==> src/rtl/instr_encoder_writer.sv <==
// instr_encoder_writer: encodes one instruction field set into a 32-bit word
// and writes it little-endian, one byte per cycle, into a byte-wide memory port.
//   clk, rst_n        : clock, asynchronous active-low reset
//   clear             : synchronous restart of pointer, flags and FSM
//   in_valid/in_ready : field-set handshake (in_ready is combinational)
//   in_op, in_rd, in_rs1, in_rs2, in_imm : instruction fields
//   mem_we/mem_addr/mem_wdata : registered byte write port
//   busy              : a word write is in progress
//   err, wrap         : sticky illegal-op and pointer-wrap flags
module instr_encoder_writer #(
  parameter int unsigned ADDR_W = 8
) (
  input  logic              clk,
  input  logic              rst_n,
  input  logic              clear,
  input  logic              in_valid,
  output logic              in_ready,
  input  logic [3:0]        in_op,
  input  logic [4:0]        in_rd,
  input  logic [4:0]        in_rs1,
  input  logic [4:0]        in_rs2,
  input  logic [11:0]       in_imm,
  output logic              mem_we,
  output logic [ADDR_W-1:0] mem_addr,
  output logic [7:0]        mem_wdata,
  output logic              busy,
  output logic              err,
  output logic              wrap
);

  localparam int unsigned WORD_W = 32;

  typedef enum logic {IDLE, WRITE} state_t;

  state_t              state;
  logic [1:0]          bc;
  logic [ADDR_W-1:0]   ptr;
  logic [WORD_W-1:0]   word;

  logic [6:0]          opcode_c;
  logic [WORD_W-1:0]   enc_word_c;
  logic                legal_c;
  logic                accept_c;
  logic [1:0]          bc_inc_c;
  logic [ADDR_W-1:0]   ptr_plus4_c;
  logic [ADDR_W-1:0]   ptr_last_c;

  // Instruction encoder
  always_comb begin
    opcode_c   = {1'b0, in_op, 2'b11};
    legal_c    = (in_op != 4'd10) && (in_op != 4'd15);
    enc_word_c = '0;
    case (in_op)
      4'd0, 4'd14:
        enc_word_c = {in_imm, in_rs1, 3'b000, in_rd, opcode_c};
      4'd1, 4'd11, 4'd12:
        enc_word_c = {in_imm[11:5], in_rs2, in_rs1, 3'b000, in_imm[4:0], opcode_c};
      4'd13:
        enc_word_c = {in_imm, 13'b0, opcode_c};
      4'd2, 4'd3, 4'd4, 4'd5, 4'd6, 4'd7, 4'd8, 4'd9:
        enc_word_c = {7'b0, in_rs2, in_rs1, 3'b000, in_rd, opcode_c};
      default:
        enc_word_c = '0;
    endcase
  end

  // A new word may be taken while idle or while the last byte is on the bus
  assign in_ready    = !clear && ((state == IDLE) || (bc == 2'd3));
  assign accept_c    = in_valid && in_ready;
  assign busy        = (state == WRITE);
  assign bc_inc_c    = bc + 2'd1;
  assign ptr_plus4_c = ptr + ADDR_W'(4);
  assign ptr_last_c  = {{(ADDR_W-2){1'b1}}, 2'b00};

  // FSM, pointer, flags and registered byte port; outputs are loaded one
  // edge ahead so byte bc is on the bus while bc holds that value
  always_ff @(posedge clk or negedge rst_n) begin
    if (!rst_n) begin
      state     <= IDLE;
      bc        <= 2'd0;
      ptr       <= '0;
      word      <= '0;
      err       <= 1'b0;
      wrap      <= 1'b0;
      mem_we    <= 1'b0;
      mem_addr  <= '0;
      mem_wdata <= 8'h00;
    end else if (clear) begin
      state  <= IDLE;
      bc     <= 2'd0;
      ptr    <= '0;
      err    <= 1'b0;
      wrap   <= 1'b0;
      mem_we <= 1'b0;
    end else begin
      case (state)
        IDLE: begin
          if (accept_c) begin
            if (legal_c) begin
              state     <= WRITE;
              bc        <= 2'd0;
              word      <= enc_word_c;
              mem_we    <= 1'b1;
              mem_addr  <= ptr;
              mem_wdata <= enc_word_c[7:0];
            end else begin
              err <= 1'b1;
            end
          end
        end
        WRITE: begin
          if (bc != 2'd3) begin
            bc        <= bc_inc_c;
            mem_addr  <= ptr + ADDR_W'(bc_inc_c);
            mem_wdata <= word[{bc_inc_c, 3'b000} +: 8];
          end else begin
            ptr <= ptr_plus4_c;
            if (ptr == ptr_last_c) begin
              wrap <= 1'b1;
            end
            bc <= 2'd0;
            if (accept_c && legal_c) begin
              word      <= enc_word_c;
              mem_addr  <= ptr_plus4_c;
              mem_wdata <= enc_word_c[7:0];
            end else begin
              state  <= IDLE;
              mem_we <= 1'b0;
              if (accept_c) begin
                err <= 1'b1;
              end
            end
          end
        end
        default: state <= IDLE;
      endcase
    end
  end

endmodule

==> config.mk <==
export PLATFORM = sky130hd
export DESIGN_NAME = instr_encoder_writer
export DESIGN_NICKNAME = d
export VERILOG_FILES = /design/src/rtl/instr_encoder_writer.sv
export SDC_FILE = /design/constraint.sdc
export NUM_CORES = 1
export LEC_CHECK = 0
export ABC_AREA = 1
export BUFFER_PORTS_ARGS = -buffer_cell sky130_fd_sc_hd__buf_2
export CORE_MARGIN = 3
export CORE_UTILIZATION = 33
export DETAILED_ROUTE_END_ITERATION = 10
export GPL_TIMING_DRIVEN = 0
export PLACE_DENSITY = 0.51
export SLEW_MARGIN = 10
export SYNTH_ARGS = -nofsm -noshare
export SYNTH_HDL_FRONTEND = slang
export SYNTH_SLANG_ARGS = --single-unit
==> constraint.sdc <==
create_clock -name clk -period 2.17 [get_ports clk]
set_input_delay 0.217 -clock clk [delete_from_list [all_inputs] [get_ports clk]]
set_output_delay 0.217 -clock clk [all_outputs]
set_load 0.02 [all_outputs]
==> results.py <==
metrics = {
    "final_layout": {
        "diodes": 0,
        "final_layout_size_suffix_gt1_frac": 0.203,
        "syn_to_final_growth_pct": 19.2,
        "nFillCells": 896,
        "multi_input_area_sq_um": 1290,
        "nNetsFinal": 476,
        "seqCellArea_sq_um": 1380,
    },
    "yosys": {
        "ys_warn_count": 0,
        "ys_seq_elements": 55,
        "synth_top_area_cell": "dfrtp_1",
        "synth_commonest_cells": "nand2_1, dfrtp_1, nand3_1",
        "synthCells": 376,
        "synth-seq-area-share": 0.480,
        "synth_area_leaders": "dfrtp_1, nand2_1, nand3_1",
        "synth-edff-count": 0,
        "synth_flop_cell": "dfrtp_1",
        "async_flop_share": 1.00,
        "syn-cell-area_sq_um": 2870,
        "ys_types": 24,
        "synth.top_cell.area_share": 0.480,
        "syn_nets": 414,
        "synth.avg_cell_area_sq_um": 7.62,
        "yosysMostFrequentCell": "nand2_1",
    },
    "critical_path": {
        "startpoint_type": "flop",
        "crit_required_ns": 2.37,
        "cp_max_fo": 10,
        "cp_num_buf_inv": 2,
        "critPathTopFamily": "flip-flops",
        "crit_slowest_cell": "dfrtp_1",
        "cp_cell_sequence": "ha_1, inv_1, nand2_4, nand2_2, nor2_2, nand2_4, buf_2, a21oi_1, a21oi_1",
        "worst_path_largest_cell_delay_ns": 0.48,
        "path_class": "reg2reg",
        "worstPathArrival_ns": 2.10,
        "crit_path_end_kind": "flop",
    },
    "timing": {
        "max_slew_margin": 0.517,
        "finalSetupTns_ns": 0,
        "period_minus_slack_ns": 1.89,
        "drv_slew": 0,
        "setup_violations": 0,
        "hold_viol": 0,
        "rsz0062_at_grt": "no",
        "min_period_over_period": 0.872,
        "timing.hold.ws_ns": 0.115,
        "timing.fmax_mhz": 528,
        "timing_worst_slew_pin_value_ns": 0.725,
        "finalClockSkew_ns": 0.0117,
    },
    "clock_tree": {
        "cts_tree": "built",
        "clk_path_buf_depth": 2,
        "clk_latency_ns": 0.31,
        "numCtsBuffers": 5,
        "path_clk_slew_ns": 0.11,
        "cts.sinks": 55,
        "cts_resized": 0,
        "cts_max_level": 2,
        "cts-root-buf": "clkbuf_8",
    },
    "drt": {
        "firstDrtPassIters": 4,
        "finalWirelength_um": 7810,
        "drc_errors": 0,
        "wl_per_cell_um": 14.4,
        "ant_nets": 0,
        "drt_iter0_drc": 185,
        "vias": 2616,
        "routed_via_density": 4.81,
    },
    "die": {
        "dieHeight_um": 99.2,
        "num_io_pins": 56,
        "num_rows": 33,
        "dieWidth_um": 99.2,
        "initial_core_util": 0.344,
        "core_area_sq_um": 8340,
        "dieArea_sq_um": 9840,
    },
    "global_route": {
        "grt_pass1_vias": 2443,
        "grt_pass1_wl_um": 12500,
        "grt_max_degree": 56,
        "grt_overflow": 0,
        "grt_antenna_before_repair": 0,
        "grt_usage": 0.158,
    },
    "run": {
        "cap_violations": 0,
    },
    "pwr": {
        "power.density_nw_per_um2": 763,
        "leakagePower_nw": 1.83,
        "p_total_mw": 2.61,
        "peakVddDrop_mv": 0.426,
    },
    "run_status": {
        "status": "finished, final reports clean",
    },
    "hold_path": {
        "hold_class": "in2reg",
    },
    "placed_design": {
        "hpwl_um": 5820,
        "portBuffers": 54,
        "gp_congestion": 0.867,
    },
}
timing repair:
action / in CTS / in global routing
setup endpoints to repair: 0 / 0
hold buffers: 1 / 0
setup buffers: 0 / 0
endpoints found under the hold margin: 55 / 0
stage by stage:
stage	utilization	setup slack, ns	std cells	instance area [sq um]
detailed placement	0.392	0.299	535	3270
global route	0.410	0.0797	544	3420
floorplan	-	0.596	376	2870
finish	0.410	0.277	544	3420
global placement	0.392	0.304	535	3270
CTS	0.410	0.259	544	3420
per-layer routing:
layer	track usage	vias up	routed length, um
li1	-	1340	-
met2	0.231	63	3360
met3	0.0252	10	349
met1	0.243	1203	4000
met4	0.0399	0	102
met5	0	-	0
tightest hold or removal path, stage by stage:
cell     delay (ns)
buf_2          0.07
nand3_1        0.06
nand2_1        0.05
path summary, 6_finish.rpt:
check                                 start     endpoint  slack (ns)  cells past startpoint
worst max-delay path                  bc[0]     word[23]        0.28                      9
worst min-delay path              in_imm[6]     word[26]        0.12                      3
worst max register to register        bc[0]     word[23]        0.28                      9
worst min register to register  mem_addr[1]  mem_addr[1]        0.48                      2
max in group asynchronous             rst_n      word[4]        1.19                      2
min in group asynchronous             rst_n     word[23]        0.49                      2
state kept, by name, indices dropped and copies added, names as in the netlist:
signal and count:
busy 1, mem_wdata 8, mem_we 1, mem_addr 8
ptr 6, bc 2, word 27, err 1
wrap 1
cells by family (layout without fill, tap and decap cells):
| family | count (synthesis) | count (layout) | synth area share |
|---|---|---|---|
| other cells | 1 | 1 | 0.00131 |
| compound gates | 69 | 69 | 0.126 |
| buf+inv | 43 | 106 | 0.0681 |
| flops | 55 | 55 | 0.480 |
| xor+xnor | 4 | 4 | 0.0122 |
| fa+ha+maj | 3 | 3 | 0.0131 |
| simple gates | 201 | 201 | 0.299 |
cell type report:
cell class                      count  share of cell area
Buffer                             11              0.0220
Clock buffer                        5              0.0201
Clock inverter                      3              0.0198
Inverter                           32              0.0352
Multi-Input combinational cell    278               0.379
Sequential cell                    55               0.403
Tap cell                          105              0.0385
Timing Repair Buffer               55              0.0828
report_power, final:
group          switching [mW]  internal [mW]  total [mW]
Clock                   0.355          0.460       0.815
Sequential             0.0842           1.16        1.25
Combinational           0.358          0.188       0.546
Total                   0.797           1.81        2.61
layout by cell type (no fill, tap or decap), drive strengths merged, types with 5 or more instances in the layout:
master and n:
o21ai 42, dfrtp 55, nand3 37, clkbuf 5, nand2 124, buf 65, a21oi 27, nor2 30
inv 32
Note: power is estimated with default switching activity, not from simulation.
